[config.mk]
export PLATFORM = sky130hd
export DESIGN_NAME = alu_div
export DESIGN_NICKNAME = d
export VERILOG_FILES = /design/src/rtl/alu_pkg.sv /design/src/rtl/div_abs.sv /design/src/rtl/alu_div.sv
export SDC_FILE = /design/constraint.sdc
export NUM_CORES = 1
export LEC_CHECK = 0
export CORE_MARGIN = 4
export CORE_UTILIZATION = 47
export DETAILED_ROUTE_END_ITERATION = 8
export PLACE_DENSITY = 0.71
export SETUP_SLACK_MARGIN = 0.15
export SYNTH_ARGS = -nofsm -noshare
export SYNTH_HDL_FRONTEND = slang
export SYNTH_HIERARCHICAL = 1
export SYNTH_SLANG_ARGS = --single-unit
[constraint.sdc]
create_clock -name iClk -period 6.3 [get_ports iClk]
set_clock_uncertainty 0.05 [all_clocks]
set_input_delay 1.26 -clock iClk [delete_from_list [all_inputs] [get_ports iClk]]
set_output_delay 1.26 -clock iClk [all_outputs]
set_load 0.02 [all_outputs]
[src/rtl/alu_pkg.sv]
// Shared types and constants for the ALU divide unit.
package alu_pkg;

  typedef enum logic [1:0] {
    IDLE = 2'd0,
    CALC = 2'd1,
    DONE = 2'd2
  } div_state_t;

  localparam int DIV_WIDTH = 32;

  // Quotient returned for a zero divisor.
  localparam logic [DIV_WIDTH-1:0] DIV_ZERO_Q = '1;

endpackage

[src/rtl/div_abs.sv]
// Conditional two's-complement negate, used for operand magnitudes and result sign fixup.
module div_abs #(
  parameter int WIDTH = 32
) (
  input  logic [WIDTH-1:0] iVal,
  input  logic             iNeg,
  output logic [WIDTH-1:0] oVal
);

  assign oVal = iNeg ? (~iVal + 1'b1) : iVal;

endmodule

[src/rtl/alu_div.sv]
// Iterative radix-2 restoring divider (DIV/DIVU/REM/REMU) with start/ready/valid handshake.
// Divide-by-zero and signed overflow skip the iterations, taking one CALC cycle.
module alu_div
  import alu_pkg::*;
#(
  parameter int WIDTH = DIV_WIDTH
) (
  input  logic             iClk,
  input  logic             iRst,
  input  logic             iStart,
  input  logic             iKill,
  input  logic             iSigned,
  input  logic [WIDTH-1:0] iX,
  input  logic [WIDTH-1:0] iY,
  output logic             oReady,
  output logic             oValid,
  output logic [WIDTH-1:0] oQ,
  output logic [WIDTH-1:0] oR,
  output logic             oDivZero,
  output logic             oOverflow
);

  localparam int CW = $clog2(WIDTH);
  localparam logic [WIDTH-1:0] LP_MIN_NEG = {1'b1, {(WIDTH-1){1'b0}}};
  localparam logic [WIDTH-1:0] LP_ZERO_Q  = {WIDTH{DIV_ZERO_Q[0]}};

  div_state_t       r_state, w_next;
  logic [CW-1:0]    r_cnt;
  logic [WIDTH-1:0] r_quo, r_rem, r_div;
  logic             r_qneg, r_rneg, r_fast, r_dz_pend, r_ov_pend;

  logic             w_accept, w_xneg, w_yneg, w_dz, w_ov;
  logic [WIDTH-1:0] w_xabs, w_yabs;
  logic [WIDTH:0]   w_rem_sh, w_trial;
  logic [WIDTH-1:0] w_quo_step, w_rem_step, w_quo_pre, w_rem_pre, w_qfix, w_rfix;

  assign oReady   = (r_state == IDLE) | (r_state == DONE);
  assign oValid   = (r_state == DONE);
  assign w_accept = iStart & oReady & ~iKill;

  assign w_xneg = iSigned & iX[WIDTH-1];
  assign w_yneg = iSigned & iY[WIDTH-1];
  assign w_dz   = (iY == '0);
  assign w_ov   = iSigned & (iX == LP_MIN_NEG) & (iY == '1);

  div_abs #(.WIDTH(WIDTH)) u_x_abs (.iVal(iX), .iNeg(w_xneg), .oVal(w_xabs));
  div_abs #(.WIDTH(WIDTH)) u_y_abs (.iVal(iY), .iNeg(w_yneg), .oVal(w_yabs));

  // One restoring step; the sign of the WIDTH+1-bit trial decides the quotient bit.
  assign w_rem_sh   = {r_rem, r_quo[WIDTH-1]};
  assign w_trial    = w_rem_sh - {1'b0, r_div};
  assign w_rem_step = w_trial[WIDTH] ? w_rem_sh[WIDTH-1:0] : w_trial[WIDTH-1:0];
  assign w_quo_step = {r_quo[WIDTH-2:0], ~w_trial[WIDTH]};

  assign w_quo_pre = r_fast ? r_quo : w_quo_step;
  assign w_rem_pre = r_fast ? r_rem : w_rem_step;

  div_abs #(.WIDTH(WIDTH)) u_q_fix (.iVal(w_quo_pre), .iNeg(r_qneg), .oVal(w_qfix));
  div_abs #(.WIDTH(WIDTH)) u_r_fix (.iVal(w_rem_pre), .iNeg(r_rneg), .oVal(w_rfix));

  always_ff @(posedge iClk or posedge iRst) begin
    if (iRst) r_state <= IDLE;
    else      r_state <= w_next;
  end

  // NOTE: next-state gets a default before the case so no path leaves it unassigned (no latch).
  always_comb begin
    w_next = r_state;
    unique case (r_state)
      IDLE:    if (w_accept) w_next = CALC;
      CALC:    if (iKill) w_next = IDLE;
               else if (r_cnt == '0) w_next = DONE;
      DONE:    w_next = w_accept ? CALC : IDLE;
      default: w_next = IDLE;
    endcase
  end

  // NOTE: the datapath is plain registers, so resetting all of it is cheap and keeps outputs defined.
  always_ff @(posedge iClk or posedge iRst) begin
    if (iRst) begin
      r_cnt     <= '0;
      r_quo     <= '0;
      r_rem     <= '0;
      r_div     <= '0;
      r_qneg    <= 1'b0;
      r_rneg    <= 1'b0;
      r_fast    <= 1'b0;
      r_dz_pend <= 1'b0;
      r_ov_pend <= 1'b0;
      oQ        <= '0;
      oR        <= '0;
      oDivZero  <= 1'b0;
      oOverflow <= 1'b0;
    end else if (w_accept) begin
      oDivZero  <= 1'b0;
      oOverflow <= 1'b0;
      r_fast    <= w_dz | w_ov;
      r_dz_pend <= w_dz;
      r_ov_pend <= w_ov & ~w_dz;
      r_div     <= w_yabs;
      if (w_dz) begin
        r_cnt  <= '0;
        r_quo  <= LP_ZERO_Q;
        r_rem  <= iX;
        r_qneg <= 1'b0;
        r_rneg <= 1'b0;
      end else if (w_ov) begin
        r_cnt  <= '0;
        r_quo  <= iX;
        r_rem  <= '0;
        r_qneg <= 1'b0;
        r_rneg <= 1'b0;
      end else begin
        r_cnt  <= CW'(WIDTH - 1);
        r_quo  <= w_xabs;
        r_rem  <= '0;
        r_qneg <= w_xneg ^ w_yneg;
        r_rneg <= w_xneg;
      end
    end else if ((r_state == CALC) && !iKill) begin
      r_quo <= w_quo_step;
      r_rem <= w_rem_step;
      if (r_cnt != '0) begin
        r_cnt <= r_cnt - 1'b1;
      end else begin
        oQ        <= w_qfix;
        oR        <= w_rfix;
        oDivZero  <= r_dz_pend;
        oOverflow <= r_ov_pend;
      end
    end
  end

endmodule

After elaboration in Yosys (flattened, before gate mapping)
Cells that the tools add are included.
{ "word_totals": {"input_bits": 69, "regBits": 174, "word_cells": 92, "out_inout_bits": 68} }
{ "classes": {"n_eq_ne": 7, "mux": 34, "n_reduce_logical": 12, "add_sub_neg": 6, "bitwise": 19} }
{ "ops": {"columns": ["op", "n"], "rows": [
  ["2-to-1 mux 32 bit", 14],
  ["adder 32 x 1 -> 32 bit, second input constant", 4],
  ["inverter 32 bit", 4],
  ["== test 32 bit, second input constant", 2],
  ["subtractor 33 x 32 -> 33 bit", 1],
  ["zero test 32 bit", 1],
  ["2-to-1 mux 5 bit", 5],
  ["2-to-1 mux 1 bit", 11],
  ["bitwise AND 1 bit", 7],
  ["2-to-1 mux 2 bit", 3],
  ["case mux 2 bit (3 select lines)", 1],
  ["AND reduction 2 bit", 3],
  ["zero test 5 bit", 1],
  ["inverter 1 bit", 5],
  ["nonzero test 5 bit", 1],
  ["subtractor 5 x 1 -> 5 bit, second input constant", 1],
  ["!= test 2 bit, second input constant", 2],
  ["nonzero test 2 bit", 2],
  ["!= test 3 bit, second input constant", 1],
  ["AND reduction 3 bit", 1],
  ["== test 2 x 1 -> 1 bit, second input constant", 1],
  ["== test 2 bit, second input constant", 1],
  ["zero test 2 bit", 1],
  ["OR 1 bit", 2],
  ["other kinds (3)", 3]
]} }

Depth between registers and ports, before layout
Gate-level depths: netlist of the first run.
{ "logic_depth": {"ltp_word": 6, "depth_mapped": 20, "ltp_nobuf": 20} }

Modules after synthesis
The synthesis of the first run kept the hierarchy.
{ "by_module_without_submodules": {"columns": ["mod", "seq_area_each_um2", "cells_per_inst", "area_per_inst_um2", "instances"], "rows": [
  ["alu_div", 4354.2, 1201, 10302.4, 1],
  ["div_abs", 0.0, 99, 777.0, 4]
]} }

Least setup slack after synthesis of the first run
Ideal clock, no wire load.
{ "synth_path": {"kind": "reg-to-reg", "from": "register r_quo[31]", "to": "register oR[26]", "required_time_ps": 6185, "setup_ps": 65, "setup_slack_ps": 1671, "n_path_buf": 1, "path_stages_with_launch": 20, "arrival_time_ps": 4513, "synth_period_minus_slack_ps": 4629, "path_cell_list": "dfrtp_1 -> inv_1 -> ha_1 -> fa_1 -> nand2b_1 -> a21oi_2 -> o211a_4 -> a211oi_2 -> o41a_1 -> o21a_1 -> nor3_4 -> buf_6 -> mux2i_1 -> o21ai_0 -> nor4_4 -> nand2_1 -> o41ai_1 -> xnor2_1 -> nand2_1 -> nand2_1"} }
{ "synth_between": {"elab_chain_cells": 6} }
{ "synth_rtl": {"columns": ["element", "line_no", "text"], "rows": [
  ["from (decl)", "alu_div.sv:29", "logic [WIDTH-1:0] r_quo, r_rem, r_div;"],
  ["from (signal assigned)", "alu_div.sv:109", "r_quo <= iX;"],
  ["from (signal assigned)", "alu_div.sv:115", "r_quo <= w_xabs;"],
  ["from (signal assigned)", "alu_div.sv:121", "r_quo <= w_quo_step;"],
  ["subtractor 33 x 32 -> 33 bit", "alu_div.sv:51", "assign w_trial = w_rem_sh - {1'b0, r_div};"],
  ["2-to-1 mux 32 bit", "alu_div.sv:52", "assign w_rem_step = w_trial[WIDTH] ? w_rem_sh[WIDTH-1:0] : w_trial[WIDTH-1:0];"],
  ["2-to-1 mux 32 bit", "alu_div.sv:56", "assign w_rem_pre = r_fast ? r_rem : w_rem_step;"],
  ["via w_rem_pre[16]", "alu_div.sv:35", "logic [WIDTH-1:0] w_quo_step, w_rem_step, w_quo_pre, w_rem_pre, w_qfix, w_rfix;"],
  ["inverter 32 bit", "div_abs.sv:10", "assign oVal = iNeg ? (~iVal + 1'b1) : iVal;"],
  ["adder 32 x 1 -> 32 bit", "div_abs.sv:10", null],
  ["2-to-1 mux 32 bit", "div_abs.sv:10", null],
  ["via w_rfix[26]", "alu_div.sv:35", null],
  ["to (signal assigned)", "alu_div.sv:127", "oR <= w_rfix;"],
  ["to (decl)", "alu_div.sv:18", "output logic [WIDTH-1:0] oR,"]
]} }
The timed path passes the listed nets, and every way through them passes these cells.
A chain may end at the register's enable or synchronous reset.

Worst setup path in the final report of the first run
{ "layout_path": {"from": "register r_quo[31]", "to": "register oR[14]"} }
{ "layout_between": {"elab_chain_cells": 6} }
{ "layout_rtl": {"columns": ["element", "line_no"], "rows": [
  ["subtractor 33 x 32 -> 33 bit", "alu_div.sv:51"],
  ["2-to-1 mux 32 bit (*)", "alu_div.sv:52"],
  ["2-to-1 mux 32 bit (*)", "alu_div.sv:56"],
  ["via w_rem_pre[0]", "alu_div.sv:35"],
  ["inverter 32 bit (*)", "div_abs.sv:10"],
  ["adder 32 x 1 -> 32 bit (*)", "div_abs.sv:10"],
  ["2-to-1 mux 32 bit (*)", "div_abs.sv:10"],
  ["via w_rfix[14]", "alu_div.sv:35"]
]} }
Mark *: on every way through the listed nets, which the timed path passes. The rest lies on a longest branch.

==> impl_metrics.toml, run 1 <==
[status]
outcome = "completed"

[pwr]
power.combinational.fraction_pct = 59.2
total_switching_power_mw = 3.11
power_leakage_nw = 6.48
cellInternalPower_mw = 3.59
pwr-share-clk_pct = 16.6
p_per_area_nw_per_um2 = 428
seq_power_share_pct = 24.2
vdd.ir_drop.worst_v = 0.000280
power_switching_share_pct = 46.4

[global_routing]
global_route_wire_length_before_repair_um = 62500
globalRouteOverflowTotal = 0
via_count_of_the_first_global_routing_pass = 11300
grt_busiest_layer = "met2"
global_route.usage.met2_pct = 37.3
grt_antenna_before_repair = 0
met3_usage_in_global_routing_pct = 3.25
globalRouteMet1Util_pct = 36.7
track_usage_pct = 24.7
largest_net_degree_at_the_start_of_global_routing = 93

[synthesis]
synth-seq-area-share_pct = 32.5
synthesis.area_per_instance_um2 = 8.40
synth.distinct_cells = 69
synth-warning-count = 6
ys.flop_type = "sky130_fd_sc_hd__dfrtp_1"
synthesized_instance_count = 1597
synth_enable_flop_cells = 0
synth-seq-cells = 174
syn_nets = 1705
asyncSetResetFlopFracSynth_pct = 100
post_synth_instance_area_um2 = 13400

[layout]
num_antenna_cells = 0
final_std_cells_w_o_fill = 2069
nNetsFinal = 1787
commonest_non_fill_non_tap_cell_in_the_layout = "sky130_fd_sc_hd__nand2_1"
final_core_util_pct = 56.0
final_layout_size_suffix_gt1_share_pct = 8.69
number_of_inserted_filler_cells_in_the_final_layout = 2563
areaGrowthSynthToFinish_pct = 16.7
most-common-layout-cells = "sky130_fd_sc_hd__nand2_1, sky130_fd_sc_hd__dfrtp_1, sky130_fd_sc_hd__xnor2_1"

[timing]
tightest_slew_ns = 1.15
finalCriticalPeriod_ns = 5.66
grt_setup_unrepaired = "no"
timing.slew.headroom_pct = 23.1
min_period_over_period_pct = 89.8
clock.fmax_mhz = 177
final-setup-viol-count = 0
timing_hold_violations_final = 0
drv_slew = 0
tns_ns = 0

[critical_path]
startpoint = "r_quo[31]"
timing.rr.start = "r_quo[31]"
highest_delay_cell_along_the_critical_path = "sky130_fd_sc_hd__buf_4"
critPathArrivalTime_ns = 5.98
worst-setup-path-type = "flip-flop to flip-flop"
required_ns = 6.62
crit_chain = "inv_1 -> ha_1 -> fa_1 -> nand2b_1 -> a21oi_2 -> o211a_4 -> a211oi_2 -> o41a_1 -> o21a_1 -> nor3_4 -> buf_4 -> mux2_2 -> o21ai_0 -> inv_1 -> ha_1 -> nor2b_1 -> nand3_1 -> o41ai_1 -> xnor2_1 -> nand2_1 -> nand2_1"
worst_setup_path_start_kind = "flip-flop"
critical_path_peak_fanout = 36
slowest_delay_ns = 0.51
end_kind = "flip-flop"

[clock_tree]
clk_latency_ns = 0.44
ctsRootBufferMaster = "sky130_fd_sc_hd__clkbuf_16"
cts_tree = "built"
clkSinkCount = 174
clockBufferDepth = 2
htree_levels = 4
numCtsBuffers = 17
post_cts_resize_count = 0
postCtsSetupBuffers = 0
cts_hold_buf = 0
clkSlewWorstSetupHoldPaths_ns = 0.07

[floorplan]
dieWidth_um = 177
initial_core_util_pct = 48.0
floorplan.die.height_um = 177
placement_rows = 61
io_pins = 137
die_area_um2 = 31300
core_area_um2 = 27900

[routing]
drt-wirelength-per-cell_um = 18.7
dr.first_iter.drc_count = 1187
post-route-drc-count = 0
routed-via-count = 12200
avgViaCountPerCell = 5.88
drt-pass1-iter-count = 6
route.antenna.remaining_nets = 0
drt_wl_total_um = 38700

[min_path]
holdCritStartpoint = "oQ[11]"
worst_hold_path_type = "flip-flop to flip-flop"

[place]
gpl.final_weighted_congestion = 1.01
post-place-cells = 2038
hpwl_after_detailed_placement_um = 29000
place.port_buffers = 136

[run]
timing.max_cap.violations = 0
==> power groups by stage <==
stage	registers (mW)	clock network, mW	logic [mW]
2_1_floorplan	1.53	0	3.05
6_report	1.62	1.11	3.96
5_1_grt	1.65	1.17	4.33
4_1_cts	1.60	1.13	3.90
3_3_place_gp	1.61	0	3.82
3_5_place_dp	1.62	0	3.86
==> synth_stat cells, types with 8 or more instances <==
master | instances | area (um2)
sky130_fd_sc_hd__clkbuf_1 | 65 | 244
sky130_fd_sc_hd__xor2_1 | 9 | 78.8
sky130_fd_sc_hd__o41ai_1 | 21 | 184
sky130_fd_sc_hd__o21ai_0 | 123 | 616
sky130_fd_sc_hd__nor4_1 | 27 | 169
sky130_fd_sc_hd__o211ai_1 | 35 | 263
sky130_fd_sc_hd__o31ai_1 | 32 | 240
sky130_fd_sc_hd__nand3_1 | 19 | 95.1
sky130_fd_sc_hd__or2b_1 | 8 | 60.1
sky130_fd_sc_hd__nor2_1 | 85 | 319
sky130_fd_sc_hd__nand2_1 | 330 | 1240
sky130_fd_sc_hd__buf_1 | 19 | 71.3
sky130_fd_sc_hd__o41ai_2 | 16 | 260
sky130_fd_sc_hd__a21oi_1 | 80 | 400
sky130_fd_sc_hd__a211oi_1 | 29 | 218
sky130_fd_sc_hd__mux2i_1 | 61 | 611
sky130_fd_sc_hd__inv_1 | 55 | 206
sky130_fd_sc_hd__a31oi_1 | 13 | 81.3
sky130_fd_sc_hd__nor4_4 | 16 | 340
sky130_fd_sc_hd__a21o_1 | 13 | 97.6
sky130_fd_sc_hd__mux2_2 | 37 | 417
sky130_fd_sc_hd__nand2b_1 | 17 | 106
sky130_fd_sc_hd__dfrtp_1 | 174 | 4350
sky130_fd_sc_hd__xnor2_1 | 140 | 1230
sky130_fd_sc_hd__nor3_1 | 17 | 85.1
sky130_fd_sc_hd__ha_1 | 38 | 475
sky130_fd_sc_hd__nand4_1 | 27 | 169
==> worst max-delay path, delay by kind of cell (launching register included) <==
family | cells | cell delay, ns
mux | 1 | 0.29
fa+ha+maj | 3 | 0.80
compound gates | 7 | 1.89
buf+inv | 3 | 0.68
simple gates | 6 | 1.27
xor+xnor | 1 | 0.22
flops | 1 | 0.36
==> final timing paths <==
kind / end / slack [ns] / cells after the start
hold reg to reg: oQ[11] / 0.42 / 2
max in group asynchronous: r_div[16] / 3.97 / 3
min in group asynchronous: oQ[12] / 1.26 / 2
hold / removal: oQ[11] / 0.42 / 2
setup / recovery: oR[14] / 0.64 / 21
setup reg to reg: oR[14] / 0.64 / 21
==> cell type report <==
type | instances | area, um2 | share of cell area [%]
sequential | 174 | 4350 | 27.8
inverter | 55 | 211 | 1.35
multi-input combinational | 1277 | 8490 | 54.3
timing repair buffer | 154 | 1510 | 9.65
tap | 378 | 473 | 3.02
clock buffer | 17 | 425 | 2.72
clock inverter | 14 | 179 | 1.14
==> cell families (layout without fill, tap and decap cells) <==
family | Yosys count | count (layout) | share of synthesized area [%]
DFF | 174 | 174 | 32.5
buffers and inverters | 146 | 240 | 4.37
and+or+nand+nor | 595 | 595 | 22.1
muxes | 98 | 98 | 7.66
AOI/OAI and AO/OA | 396 | 396 | 19.9
xor gates and xnor gates | 149 | 149 | 9.73
adders and majority gates | 39 | 39 | 3.69
==> flip-flops by register name, indices dropped and copies added (netlist names) <==
register,cells
oDivZero,1
oOverflow,1
oQ,32
oR,32
r_cnt,5
r_div,32
r_dz_pend,1
r_fast,1
r_ov_pend,1
r_qneg,1
r_quo,32
r_rem,32
r_rneg,1
r_state,2
==> stage by stage <==
| stage | area, um2 | worst slack (ns) | total power [mW] | hold WS, ns |
|---|---|---|---|---|
| global placement | 15000 | 1.03 | 5.44 | 0.406 |
| CTS | 15600 | 0.694 | 6.63 | 0.429 |
| finish | 15600 | 0.641 | 6.69 | 0.423 |
| floorplan | 13400 | 0.273 | 4.58 | 0.396 |
| detailed placement | 15000 | 0.932 | 5.48 | 0.412 |
| global route | 15600 | 0.389 | 7.15 | 0.453 |
==> metal layers <==
layer  wire (um)  share of wire [%]
met5           0                  0
met4        1110                2.9
met3        2540                6.6
met1       18200                 47
met2       16900                 44
No activity file was read; power rests on OpenSTA's default activity.
==> run 2, diff against run 1 <==
- clock period: 6.3 -> 4.54 ns (I/O delays scaled with it)
==> impl_metrics.toml, run 2 (synthesized netlist as in run 1, its figures left out) <==
[status]
outcome = "finished, violations left"
violations_in_the_final_reports = "setup timing"

[clock_tree]
numCtsBuffers = 17
cts_tree = "built"
htree_levels = 4
clk_latency_ns = 0.44
ctsRootBufferMaster = "sky130_fd_sc_hd__clkbuf_16"
clkSinkCount = 174
clkSlewWorstSetupHoldPaths_ns = 0.08
clockBufferDepth = 2

[layout]
most-common-layout-cells = "sky130_fd_sc_hd__nand2_1, sky130_fd_sc_hd__dfrtp_1, sky130_fd_sc_hd__xnor2_1"
commonest_non_fill_non_tap_cell_in_the_layout = "sky130_fd_sc_hd__nand2_1"
number_of_inserted_filler_cells_in_the_final_layout = 2396
final_layout_size_suffix_gt1_share_pct = 19.1
final_core_util_pct = 62.2
nNetsFinal = 1898
num_antenna_cells = 0
areaGrowthSynthToFinish_pct = 29.5

[critical_path]
worst_setup_path_start_kind = "flip-flop"
critical_path_peak_fanout = 6
end_kind = "flip-flop"
required_ns = 4.87
timing.reg2reg.setup_slack_ns = -0.1
worst-setup-path-type = "flip-flop to flip-flop"
critPathArrivalTime_ns = 4.97

[global_routing]
global_route.usage.met2_pct = 40.8
met3_usage_in_global_routing_pct = 3.80
globalRouteMet1Util_pct = 40.1
global_route_wire_length_before_repair_um = 67800
via_count_of_the_first_global_routing_pass = 12000
track_usage_pct = 27.0
globalRouteOverflowTotal = 0
grt_busiest_layer = "met2"
largest_net_degree_at_the_start_of_global_routing = 93
grt_antenna_before_repair = 0

[floorplan]
io_pins = 137
initial_core_util_pct = 48.0
floorplan.die.height_um = 177
dieWidth_um = 177
die_area_um2 = 31300
placement_rows = 61
core_area_um2 = 27900

[timing]
finalCriticalPeriod_ns = 4.64
timing_hold_violations_final = 0
tightest_slew_ns = 1.38
finalWorstSetupSlack_ns = -0.0997
drv_slew = 0
min_period_over_period_pct = 102
hold_slack_ns = 0.416
timing.slew.headroom_pct = 7.96
grt_setup_unrepaired = "yes"
final-setup-viol-count = 8
clock.fmax_mhz = 216

[pwr]
seq_power_share_pct = 18.8
vdd.ir_drop.worst_v = 0.000392
power_leakage_nw = 7.23
total_switching_power_mw = 5.38
p_per_area_nw_per_um2 = 693
cellInternalPower_mw = 6.66
pwr-share-clk_pct = 13.0
power_switching_share_pct = 44.7
power.combinational.fraction_pct = 68.2

[routing]
avgViaCountPerCell = 5.93
dr.first_iter.drc_count = 1213
drt-wirelength-per-cell_um = 19.7
routed-via-count = 12900
route.antenna.remaining_nets = 0
drt-pass1-iter-count = 5
post-route-drc-count = 0
drt_wl_total_um = 42900

[run]
timing.max_cap.violations = 0

[place]
place_ws_ns = -0.165
gpl.final_weighted_congestion = 0.922
place.port_buffers = 136
hpwl_after_detailed_placement_um = 31100

[min_path]
worst_hold_path_type = "flip-flop to flip-flop"
run 2: changes by cell type in the layout (fill, tap and decap cells not counted), sizes merged:
cell / previous run / this run
bufinv: 3 / 2
buf: 18 / 129
clkbuf: 17 / 19
run 2: layout make-up:
cell class | count | area, um2 | share of cell area (%)
sequential | 174 | 4350 | 25.1
timing repair buffer | 265 | 2480 | 14.3
clock inverter | 13 | 170 | 0.980
multi-input combinational | 1277 | 9240 | 53.2
inverter | 55 | 210 | 1.21
clock buffer | 19 | 433 | 2.49
tap | 378 | 473 | 2.72
run 2: what timing repair did:
action | CTS | global route
hold endpoints to repair | 0 | 0
setup buffers | 19 | 15
cloned | 3 | 0
pin swaps | 27 | 46
gates resized for setup | 78 | 73
endpoints found under the setup margin | 37 | 58
hold buffers | 0 | 0
run 2: power by group through the flow:
stage          Clock, mW  Combinational, mW  Sequential, mW
2_1_floorplan          0               4.37            2.12
5_1_grt             1.64               8.76            2.31
3_5_place_dp           0               6.40            2.24
3_3_place_gp           0               6.34            2.23
6_report            1.56               8.22            2.27
4_1_cts             1.57               7.45            2.23
run 2: through the flow:
step	instance area (um2)	std cells	power, mW	setup TNS, ns
floorplan	13500	1597	6.49	0
global placement	15700	2112	8.57	-0.218
detailed placement	15700	2112	8.64	-1.51
CTS	16900	2166	11.2	-0.157
global route	17400	2181	12.7	-4.27
finish	17400	2181	12.0	-0.304
run 2: worst paths after layout:
path                       cells past startpoint  startpoint        end
hold reg to reg                                2      oR[28]     oR[28]
setup / recovery                              22    r_div[0]     oR[26]
setup reg to reg                              22    r_div[0]     oR[26]
hold / removal                                 2      oR[28]     oR[28]
max in group asynchronous                      3        iRst  r_rem[30]
min in group asynchronous                      2        iRst     oQ[16]
run 2: per-layer routing:
| layer | vias to the layer above | share of wire (%) |
|---|---|---|
| li1 | 6085 | - |
| met1 | 6233 | 46 |
| met2 | 535 | 44 |
| met3 | 77 | 6.8 |
| met4 | 0 | 2.9 |
| met5 | - | 0 |
run 2: critical path, cell delays in order (launching register included):
cell and delay (ns):
sky130_fd_sc_hd__dfrtp_1 0.41, sky130_fd_sc_hd__ha_4 0.17, sky130_fd_sc_hd__fa_2 0.33, sky130_fd_sc_hd__nand2b_4 0.16, sky130_fd_sc_hd__a21oi_4 0.17, sky130_fd_sc_hd__o211a_4 0.20
sky130_fd_sc_hd__a211oi_4 0.07, sky130_fd_sc_hd__o41a_1 0.41, sky130_fd_sc_hd__o21a_1 0.26, sky130_fd_sc_hd__nor3_4 0.16, sky130_fd_sc_hd__buf_4 0.15, sky130_fd_sc_hd__buf_8 0.12
sky130_fd_sc_hd__buf_16 0.14, sky130_fd_sc_hd__mux2i_4 0.27, sky130_fd_sc_hd__a21oi_2 0.11, sky130_fd_sc_hd__nor4_4 0.26, sky130_fd_sc_hd__buf_4 0.17, sky130_fd_sc_hd__buf_4 0.11
sky130_fd_sc_hd__nand2_4 0.09, sky130_fd_sc_hd__o41ai_4 0.35, sky130_fd_sc_hd__xnor2_1 0.19, sky130_fd_sc_hd__nand2_1 0.11, sky130_fd_sc_hd__nand2_1 0.10
